File: src/rtl/rtc_ts_fifo.sv
// Timestamp capture FIFO: a synchronized event_i edge stores the current RTC time in a FWFT queue.
// Optional macro RTC_TS_DEBOUNCE_EN adds a 4-edge glitch filter on the synchronized event level.
module rtc_ts_fifo #(
    parameter int DEPTH     = 8,
    parameter int WATERMARK = 1
) (
    input  logic                     clk_i,
    input  logic                     rst_i,
    input  logic                     event_i,
    input  logic                     en_i,
    input  logic [5:0]               cur_sec_i,
    input  logic [5:0]               cur_min_i,
    input  logic [4:0]               cur_hour_i,
    input  logic [1:0]               cur_mode_i,
    input  logic [2:0]               cur_day_of_week_i,
    input  logic [4:0]               cur_day_of_month_i,
    input  logic [3:0]               cur_month_i,
    input  logic [6:0]               cur_year_i,
    input  logic                     pop_i,
    input  logic                     ovf_clr_i,
    output logic                     ts_valid_o,
    output logic [5:0]               ts_sec_o,
    output logic [5:0]               ts_min_o,
    output logic [4:0]               ts_hour_o,
    output logic [1:0]               ts_mode_o,
    output logic [2:0]               ts_day_of_week_o,
    output logic [4:0]               ts_day_of_month_o,
    output logic [3:0]               ts_month_o,
    output logic [6:0]               ts_year_o,
    output logic [$clog2(DEPTH):0]   count_o,
    output logic                     overflow_o,
    output logic                     irq_o
);
    localparam int AW = $clog2(DEPTH);
    localparam int CW = AW + 1;
    localparam logic [CW-1:0] LP_DEPTH = CW'(DEPTH);
    localparam logic [CW-1:0] LP_WM    = CW'(WATERMARK);

    logic          r_sync1;
    logic          r_sync2;
    logic          r_prev;
    logic          w_level;
    logic          w_capture;

    // Reset to 1 so a level already high when reset releases is not seen as a new edge.
    always_ff @(posedge clk_i) begin
        if (rst_i) begin
            r_sync1 <= 1'b1;
            r_sync2 <= 1'b1;
            r_prev  <= 1'b1;
        end else begin
            r_sync1 <= event_i;
            r_sync2 <= r_sync1;
            r_prev  <= w_level;
        end
    end

`ifdef RTC_TS_DEBOUNCE_EN
    logic       r_filt;
    logic [1:0] r_db_cnt;

    // The filtered level follows only after four consecutive disagreeing samples.
    always_ff @(posedge clk_i) begin
        if (rst_i) begin
            r_filt   <= 1'b1;
            r_db_cnt <= 2'd0;
        end else if (r_sync2 != r_filt) begin
            if (r_db_cnt == 2'd3) begin
                r_filt   <= r_sync2;
                r_db_cnt <= 2'd0;
            end else begin
                r_db_cnt <= r_db_cnt + 2'd1;
            end
        end else begin
            r_db_cnt <= 2'd0;
        end
    end

    assign w_level = r_filt;
`else
    assign w_level = r_sync2;
`endif

    assign w_capture = w_level & ~r_prev;

    logic [37:0]   r_mem [DEPTH];
    logic [AW-1:0] r_wr_ptr;
    logic [AW-1:0] r_rd_ptr;
    logic [CW-1:0] r_count;
    logic          r_ovf;
    logic          r_irq;
    logic          w_full;
    logic          w_empty;
    logic          w_pop;
    logic          w_req;
    logic          w_push;
    logic          w_drop;
    logic [37:0]   w_wdata;
    logic [37:0]   w_head;

    assign w_full  = (r_count == LP_DEPTH);
    assign w_empty = (r_count == '0);
    assign w_pop   = pop_i & ~w_empty;
    assign w_req   = w_capture & en_i;
    // A simultaneous pop frees the slot, so a full FIFO still accepts the capture.
    assign w_push  = w_req & (~w_full | w_pop);
    assign w_drop  = w_req & w_full & ~w_pop;
    assign w_wdata = {cur_year_i, cur_month_i, cur_day_of_month_i, cur_day_of_week_i,
                      cur_mode_i, cur_hour_i, cur_min_i, cur_sec_i};

    always_ff @(posedge clk_i) begin
        if (w_push) begin
            r_mem[r_wr_ptr] <= w_wdata;
        end
    end

    always_ff @(posedge clk_i) begin
        if (rst_i) begin
            r_wr_ptr <= '0;
            r_rd_ptr <= '0;
            r_count  <= '0;
            r_ovf    <= 1'b0;
            r_irq    <= 1'b0;
        end else begin
            if (w_push) begin
                r_wr_ptr <= r_wr_ptr + 1'b1;
            end
            if (w_pop) begin
                r_rd_ptr <= r_rd_ptr + 1'b1;
            end
            case ({w_push, w_pop})
                2'b10:   r_count <= r_count + 1'b1;
                2'b01:   r_count <= r_count - 1'b1;
                default: r_count <= r_count;
            endcase
            if (w_drop) begin
                r_ovf <= 1'b1;
            end else if (ovf_clr_i) begin
                r_ovf <= 1'b0;
            end
            r_irq <= (r_count >= LP_WM) | r_ovf;
        end
    end

    assign w_head = r_mem[r_rd_ptr];
    assign {ts_year_o, ts_month_o, ts_day_of_month_o, ts_day_of_week_o,
            ts_mode_o, ts_hour_o, ts_min_o, ts_sec_o} = w_head;

    assign ts_valid_o = ~w_empty;
    assign count_o    = r_count;
    assign overflow_o = r_ovf;
    assign irq_o      = r_irq;
endmodule
File: config.mk
export PLATFORM = sky130hd
export DESIGN_NAME = rtc_ts_fifo
export DESIGN_NICKNAME = d
export VERILOG_FILES = /design/src/rtl/rtc_ts_fifo.sv
export SDC_FILE = /design/constraint.sdc
export NUM_CORES = 1
export LEC_CHECK = 0
export CAP_MARGIN = 0
export CORE_MARGIN = 1.5
export CORE_UTILIZATION = 29
export CTS_BUF_LIST = sky130_fd_sc_hd__clkbuf_8
export DETAILED_ROUTE_END_ITERATION = 8
export PLACE_DENSITY = 0.57
export SLEW_MARGIN = 20
export SYNTH_ARGS = -nofsm -noshare
export SYNTH_HDL_FRONTEND = slang
export SYNTH_SLANG_ARGS = --single-unit
File: constraint.sdc
create_clock -name clk_i -period 5.9 [get_ports clk_i]
set_input_delay 1.475 -clock clk_i [delete_from_list [all_inputs] [get_ports clk_i]]
set_output_delay 1.475 -clock clk_i [all_outputs]
set_load 0.01 [all_outputs]
==> results.toml, run 1 <==
[worst_hold_path]
min_path_type = "flip-flop to flip-flop"

[setup_path]
cpPeakStageDelay_ns = 0.69
cp.arrival_ns = 3.15
crit_chain = "buf_4 -> mux4_2 -> mux2_2 -> clkdlybuf4s50_1"
worstPathRequired_ns = 4.43
slowest_stage = "dfxtp_4"
path_delay_family = "buffers and inverters"
path_buf_inv = 2
path_max_fanout = 26
crit_type = "flip-flop to output port"
crit_path_start_kind = "flip-flop"
cp-end-kind = "output port"

[floorplanning]
pin_count = 89
die_x_um = 209
dieArea_um2 = 43500
core-area_um2 = 41900
rows = 75
die_h_um = 209
start_util_pct = 29.3

[yosys]
ys_warn_count = 0
syn_area_per_cell_um2 = 22.9
synth.cell_area_um2 = 12300
synth_seq_cells = 322
seq_area_frac_synth_pct = 77.4
syn_nets = 586
syn_inst = 536
synth_cell_types = 35

[clocking]
cts_buffers = 53
cts.clk_slew.worst_paths_ns = 0.06
clock-sinks = 322
post_cts_resize_count = 0
cts_root_buf = "clkbuf_8"
ctsLongestPathBuffers = 3
cts_tree = "yes"
htreeDepth = 2
clk_latency_ns = 0.59
cts_setup_buffers = 0
holdBufCountCts = 0

[placed_design]
dp_slack_ns = 1.47
dp.final_hpwl_mm = 14.5
gp_congestion = 0.698
dp_cells = 1157
io_buffer_count = 88

[pwr]
power_density_nw_per_um2 = 379
irDropWorstVdd_v = 0.000236
p_leak_nw = 4.63

[routing]
num_vias = 5669
drtAntennaViolNets = 0
dr.pass1.iters = 4
drt_iter0_markers = 322
via_per_inst = 4.53
wl_mm = 24.4
wire_per_inst_um = 19.5
drc = 0

[sta]
timing.final.crit_share_pct = 78.3
max_freq_mhz = 216
slew_headroom_pct = 30.3
layout_setup_ws_ns = 1.28
fin_tns_setup_ns = 0
fin_worst_skew_ns = 0.0185
min_period_ns = 4.62
worstMarginPinSlew_ns = 1.04
finalSetupViolCount = 0
hold_violations = 0
rsz0062_at_grt = "no"
drv_slew = 0

[layout]
final_cells = 1252
area_delta_synth_final_pct = 21.6
layout.nets = 723
diodes = 0
fill_cells = 3873
drive_above_1_share_pct = 30.0

[status]
outcome = "completed"

[global_routing]
grt_pass1_wl_mm = 37.1
first_global_vias = 6144
grt.total_usage_pct = 11.4
grt_max_degree = 61
gr-total-overflow = 0
grt_antenna_before_repair = 0

[run]
cap_violations = 0
## sequential cells by signal (all words and copies together), names as in the netlist, named ones only
| name | count |
|---|---|
| r_mem | 304 |
| count_o | 4 |
| r_rd_ptr | 3 |
| r_wr_ptr | 3 |
| irq_o | 1 |
| overflow_o | 1 |
| r_prev | 1 |
| r_sync1 | 1 |
| r_sync2 | 1 |
## worst reg2reg max path: cells and delay by family (launching register included)
family / cells / cell delay, ns
fa+ha+maj: 1 / 0.23
buf+inv: 2 / 0.56
flops: 1 / 0.44
simple gates: 4 / 1.45
## cells in the mapped netlist (all sizes together)
cell / number / area (µm²)
edfxtp: 304 / 9130
mux4: 76 / 1710
mux2: 40 / 450
dfxtp: 18 / 360
buf: 13 / 91.3
nor2: 13 / 48.8
clkbuf: 10 / 37.5
nor3: 9 / 45.0
nand2: 7 / 26.3
ha: 6 / 75.1
inv: 5 / 18.8
a211oi: 4 / 42.5
a21oi: 4 / 20.0
nand3: 3 / 15.0
nor2b: 3 / 18.8
or2: 3 / 18.8
xor2: 3 / 26.3
a22oi: 2 / 15.0
nand2b: 2 / 12.5
a2bb2oi: 1 / 8.76
a31oi: 1 / 6.26
and3: 1 / 6.26
and3b: 1 / 8.76
and4bb: 1 / 12.5
nand3b: 1 / 7.51
nand4bb: 1 / 11.3
nor3b: 1 / 12.5
nor4: 1 / 6.26
o21a: 1 / 7.51
xnor2: 1 / 8.76
## per-layer routing
| metal | vias up | global-route usage (%) | wire (µm) |
|---|---|---|---|
| li1 | 2520 | - | - |
| met3 | 40 | 3.25 | 1290 |
| met4 | 0 | 3.75 | 492 |
| met5 | - | 0 | 0 |
| met2 | 115 | 17.8 | 11500 |
| met1 | 2994 | 15.2 | 11200 |
## cell type report
| cell class | count | area (µm²) | share of cell area, % |
|---|---|---|---|
| well taps | 539 | 674 | 4.52 |
| repair buffers | 105 | 1030 | 6.93 |
| clock buffers | 57 | 785 | 5.26 |
| clock inverters | 38 | 215 | 1.44 |
| multi-input cells | 186 | 2680 | 18.0 |
| inverters | 5 | 18.8 | 0.126 |
| flip-flops and latches | 322 | 9500 | 63.7 |
## cells in the final DEF, fill, tap and decap left out, types with 4 or more instances in the layout
cell             count
clkdlybuf4s50_1     88
nor3_2               4
nand2_1              7
ha_1                 6
edfxtp_1           304
a21oi_1              4
nor3_1               5
nor2_1              10
clkinv_2             6
mux2_2              38
mux4_2              76
clkbuf_8            57
clkinv_1            10
dfxtp_1             15
buf_4               15
inv_1               21
## logic make-up after synthesis
family	synth area share [%]
simple gates	2.04
compound gates	0.817
buf+inv	1.20
fa+ha+maj	0.612
mux	17.6
xor+xnor	0.286
flops	77.4
## worst paths after layout
| check | from | end | slack, ns | cells after the start |
|---|---|---|---|---|
| worst max-delay path | flip-flop | ts_sec_o[2] | 1.28 | 4 |
| worst min-delay path | r_sync1$_SDFF_PP1_ | r_sync2$_SDFF_PP1_ | 0.41 | 1 |
| worst max register to register | count_o[1]$_SDFFE_PP0P_ | r_mem[5][36]$_DFFE_PP_ | 2.88 | 7 |
| worst min register to register | r_sync1$_SDFF_PP1_ | r_sync2$_SDFF_PP1_ | 0.41 | 1 |
## report_power, final
group / total, mW / internal, mW / switching (mW)
combinational: 1.17 / 0.713 / 0.452
sequential: 2.66 / 2.53 / 0.123
clock: 1.83 / 0.975 / 0.854
## metrics by stage
step                      hold slack [ns]  power [mW]  util [%]  area [µm²]
after floorplan                     0.383        3.44         -       12300
after global placement              0.387        3.90      33.2       13900
after detailed placement            0.391        3.89      33.2       13900
after CTS                           0.411        5.75      35.6       14900
after global routing                0.420        5.91      35.6       14900
final                               0.406        5.65      35.6       14900
Power figures use the tool's default switching activity.
==> run 2: changes to the inputs <==
- PLACE_DENSITY: 0.57 -> 0.55
- clock period: 5.9 -> 4.4 ns (I/O delays scaled with it)
==> run 2 against run 1 <==
Net effect: critical path type unchanged; sequential share of layout area is 0.43 points lower; clock skew grew 0.0034 ns; final area is 0.68% higher; sequential cell count stayed put; non-clock buffer count up 2.
==> results.toml, run 2 (same netlist as run 1, synthesis figures left out) <==
[layout]
diodes = 0
layout_common_cells = "edfxtp_1 (304), clkdlybuf4s50_1 (88), mux4_2 (76)"
largest_reg_flops = 304
seqCellArea_um2 = 9500
area_delta_synth_final_pct = 22.4
largest_register = "r_mem"
layout_commonest_cell = "edfxtp_1"
drive_above_1_share_pct = 30.2
layout.nets = 725
stdcell_area_um2 = 15000
fill_cells = 3879
multi_input_area_um2 = 2690

[setup_path]
path_max_fanout = 26
r2r_slack_ns = 1.89
cp-end-kind = "output port"
crit_type = "flip-flop to output port"
cp.arrival_ns = 2.86
worstPathRequired_ns = 3.30
crit_path_start_kind = "flip-flop"
slowest_stage = "dfxtp_4"
cpPeakStageDelay_ns = 0.61
crit_chain = "buf_12 -> mux4_2 -> mux2_2 -> clkdlybuf4s50_1"

[floorplanning]
pin_count = 89
die_h_um = 209
core-area_um2 = 41900
dieArea_um2 = 43500
start_util_pct = 29.3
die_x_um = 209
rows = 75

[sta]
timing.final.crit_share_pct = 89.9
max_freq_mhz = 253
slew_headroom_pct = 53.1
fin_tns_setup_ns = 0
drv_slew = 0
finalSetupViolCount = 0
min_period_ns = 3.96
fin_worst_skew_ns = 0.0219
worstMarginPinSlew_ns = 0.702
hold_violations = 0
rsz0062_at_grt = "no"
layout_setup_ws_ns = 0.443

[clocking]
cts_root_buf = "clkbuf_8"
clk_latency_ns = 0.58
holdBufCountCts = 0
cts_setup_buffers = 0
post_cts_resize_count = 0
cts_buffers = 53
ctsLongestPathBuffers = 3
cts_tree = "yes"
htreeDepth = 2
clock-sinks = 322
cts.clk_slew.worst_paths_ns = 0.06

[routing]
dr.pass1.iters = 4
drt_iter0_markers = 279
via_per_inst = 4.49
wl_mm = 24.3
num_vias = 5631
drc = 0
drtAntennaViolNets = 0
wire_per_inst_um = 19.4

[status]
outcome = "completed"

[pwr]
p_sw_mw = 1.90
p_total_mw = 7.61
p_int_mw = 5.71
clkPwrFrac_pct = 32.4
p_leak_nw = 4.63
p_sw_share_pct = 25.0
power_frac_seq_pct = 46.2
irDropWorstVdd_v = 0.000285
power_density_nw_per_um2 = 507
p_comb_share_pct = 21.5

[placed_design]
dp_slack_ns = 0.902
placed_cell_area_um2 = 14000
gp_congestion = 0.732
io_buffer_count = 88
dp.final_hpwl_mm = 14.1

[global_routing]
grt_max_degree = 39
grt_pass1_wl_mm = 37.0
first_global_vias = 6028
gr-total-overflow = 0
grt_antenna_before_repair = 3
grt.total_usage_pct = 11.2

[run]
cap_violations = 0

[worst_hold_path]
min_path_type = "flip-flop to flip-flop"
run 2: layout make-up:
| type | count | share of cell area, % |
|---|---|---|
| flip-flops and latches | 322 | 63.3 |
| multi-input cells | 186 | 17.9 |
| repair buffers | 107 | 7.49 |
| clock buffers | 55 | 5.04 |
| well taps | 539 | 4.49 |
| clock inverters | 40 | 1.65 |
| inverters | 5 | 0.125 |
run 2: through the flow:
stage | utilization [%] | hold slack [ns] | cells
6_report | 35.9 | 0.407 | 1254
5_1_grt | 35.9 | 0.445 | 1254
4_1_cts | 35.9 | 0.411 | 1254
3_5_place_dp | 33.5 | 0.398 | 1159
3_3_place_gp | 33.5 | 0.386 | 1159
2_1_floorplan | - | 0.383 | 536
run 2: worst paths after layout:
check / from / cells past startpoint / endpoint
worst max register to register: count_o[0]$_SDFFE_PP0P_ / 7 / r_mem[4][19]$_DFFE_PP_
worst min-delay path: r_sync1$_SDFF_PP1_ / 1 / r_sync2$_SDFF_PP1_
worst min register to register: r_sync1$_SDFF_PP1_ / 1 / r_sync2$_SDFF_PP1_
worst max-delay path: flip-flop / 4 / ts_year_o[2]
run 2: critical path, delay by kind of cell (launching register included):
family                 cells  cell delay (ns)
flip-flops                 1             0.61
multiplexers               2             0.85
buffers and inverters      2             0.81
run 2: power by group through the flow:
| stage | clock network [mW] | registers, mW | logic, mW |
|---|---|---|---|
| floorplan | 0 | 3.50 | 1.12 |
| global placement | 0 | 3.58 | 1.68 |
| detailed placement | 0 | 3.58 | 1.67 |
| CTS | 2.55 | 3.52 | 1.69 |
| global route | 2.67 | 3.53 | 1.77 |
| finish | 2.46 | 3.51 | 1.63 |
run 2: layer usage:
metal  vias up  GRT usage, %  share of wire [%]
li1       2531             -                  -
met1      2905          14.7                 45
met2       132          17.6                 47
met3        57          3.74                6.1
met4         6          3.70                2.1
met5         -             0               0.15
==> run 3: changes to the inputs <==
- CTS_BUF_LIST: sky130_fd_sc_hd__clkbuf_8 -> default
- SKIP_LAST_GASP: default -> 1
==> run 3 against run 2 <==
Net effect: final cell count is 3.0% lower; via count fell by 1.7%; worst hold slack lost 0.0021 ns; clock power up 13%; first-iteration DRC count up 4.3%; maximum frequency increased by 1.8%; total power grew 4.1%; count of clock-buffer cells in the layout shrank 12; core utilization up 0.19 points.
==> results.toml, run 3 (same netlist as run 1, synthesis figures left out) <==
[status]
outcome = "completed"

[pwr]
clkPwrFrac_pct = 35.0
p_int_mw = 6.02
p_sw_share_pct = 24.0
irDropWorstVdd_v = 0.000260
power_frac_seq_pct = 44.3
p_leak_nw = 4.61
p_sw_mw = 1.90
power_density_nw_per_um2 = 525
p_comb_share_pct = 20.7

[setup_path]
path_max_fanout = 26
worstPathRequired_ns = 3.30
cp-end-kind = "output port"
crit_type = "flip-flop to output port"
cp.arrival_ns = 2.79
crit_path_start_kind = "flip-flop"

[routing]
dr.pass1.iters = 4
num_vias = 5537
drt_iter0_markers = 291
wire_per_inst_um = 19.9
wl_mm = 24.3
wl_met2_mm = 11.3
met3_length_mm = 1.37
highest_layer = "met5"
drtAntennaViolNets = 0
wl_met1_mm = 11.0
via_per_inst = 4.55
drc = 0

[layout]
area_delta_synth_final_pct = 23.0
diodes = 0
drive_above_1_share_pct = 28.9
largest_reg_flops = 304
layout_common_cells = "edfxtp_1 (304), clkdlybuf4s50_1 (88), mux4_2 (76)"
final_cells = 1217
layout.nets = 707
layout_commonest_cell = "edfxtp_1"
largest_register = "r_mem"

[clocking]
cts_root_buf = "clkbuf_16"
htreeDepth = 2
clk_latency_ns = 0.51
cts.clk_slew.worst_paths_ns = 0.06
cts_setup_buffers = 0
holdBufCountCts = 0
clock-sinks = 322
ctsLongestPathBuffers = 3
post_cts_resize_count = 0
cts_tree = "yes"
cts_buffers = 35

[run]
cap_violations = 0

[sta]
rsz0062_at_grt = "no"
slew_headroom_pct = 53.1
finalSetupViolCount = 0
layout_setup_ws_ns = 0.513
timing.final.crit_share_pct = 88.3
max_freq_mhz = 257
min_period_ns = 3.89
worstMarginPinSlew_ns = 0.702
fin_worst_skew_ns = 0.0206
hold_violations = 0
drv_slew = 0

[placed_design]
dp.final_hpwl_mm = 14.1
io_buffer_count = 88
dp_slack_ns = 0.902
gp_congestion = 0.732
dp_cells = 1159

[global_routing]
grt_max_degree = 39
gr-total-overflow = 0
first_global_vias = 5837
grt_antenna_before_repair = 3
grt_pass1_wl_mm = 37.0
grt.total_usage_pct = 11.3

[floorplanning]
pin_count = 89
dieArea_um2 = 43500
start_util_pct = 29.3
core-area_um2 = 41900
die_h_um = 209
die_x_um = 209
rows = 75

[worst_hold_path]
min_path_type = "flip-flop to flip-flop"
-- run 3: cell types whose count changed in the layout (fill, tap and decap cells not counted), moves of 3 or more --
| cell | delta |
|---|---|
| inv_1 | -11 |
| clkbuf_8 | -55 |
| clkinv_2 | -3 |
| clkbuf_16 | +37 |
| clkbuf_1 | +6 |
| clkinv_1 | -12 |
-- run 3: per-layer routing --
metal / up-vias / GRT usage (%)
met1: 2887 / 15.4
li1: 2485 / -
met3: 42 / 3.41
met4: 6 / 3.37
met2: 117 / 17.3
met5: - / 0
-- run 3: cell type report --
cell class | count | area, µm²
clock buffers | 43 | 948
clock inverters | 15 | 134
fillers | 3825 | 26800
inverters | 5 | 18.8
multi-input cells | 186 | 2690
flip-flops and latches | 322 | 9500
well taps | 539 | 674
repair buffers | 107 | 1120
-- run 3: stage by stage --
step | TNS, ns | hold WS, ns | utilization (%) | cell area, µm² | total power, mW
after detailed placement | 0 | 0.398 | 33.5 | 14000 | 5.26
after global routing | 0 | 0.443 | 36.0 | 15100 | 8.28
final | 0 | 0.405 | 36.0 | 15100 | 7.92
after CTS | 0 | 0.414 | 36.0 | 15100 | 8.06
after global placement | 0 | 0.386 | 33.5 | 14000 | 5.26
after floorplan | -26.28 | 0.383 | - | 12300 | 4.61
-- run 3: path summary, 6_finish.rpt --
kind / start / to / slack (ns) / cells past startpoint
worst min-delay path: r_sync1$_SDFF_PP1_ / r_sync2$_SDFF_PP1_ / 0.40 / 1
worst max-delay path: flip-flop / ts_year_o[2] / 0.51 / 4
worst max register to register: count_o[0]$_SDFFE_PP0P_ / r_mem[4][19]$_DFFE_PP_ / 1.89 / 7
worst min register to register: r_sync1$_SDFF_PP1_ / r_sync2$_SDFF_PP1_ / 0.40 / 1
-- run 3: worst max-delay path: stages, from the launching register on --
cell and delay, ns:
dfxtp_4 0.61, buf_12 0.30, mux4_2 0.57, mux2_2 0.28, clkdlybuf4s50_1 0.51
-- run 3: power groups by stage --
stage / sequential [mW] / combinational [mW] / clock, mW
floorplan: 3.50 / 1.12 / 0
global placement: 3.58 / 1.68 / 0
detailed placement: 3.58 / 1.67 / 0
CTS: 3.52 / 1.69 / 2.85
global route: 3.53 / 1.78 / 2.97
finish: 3.51 / 1.64 / 2.77
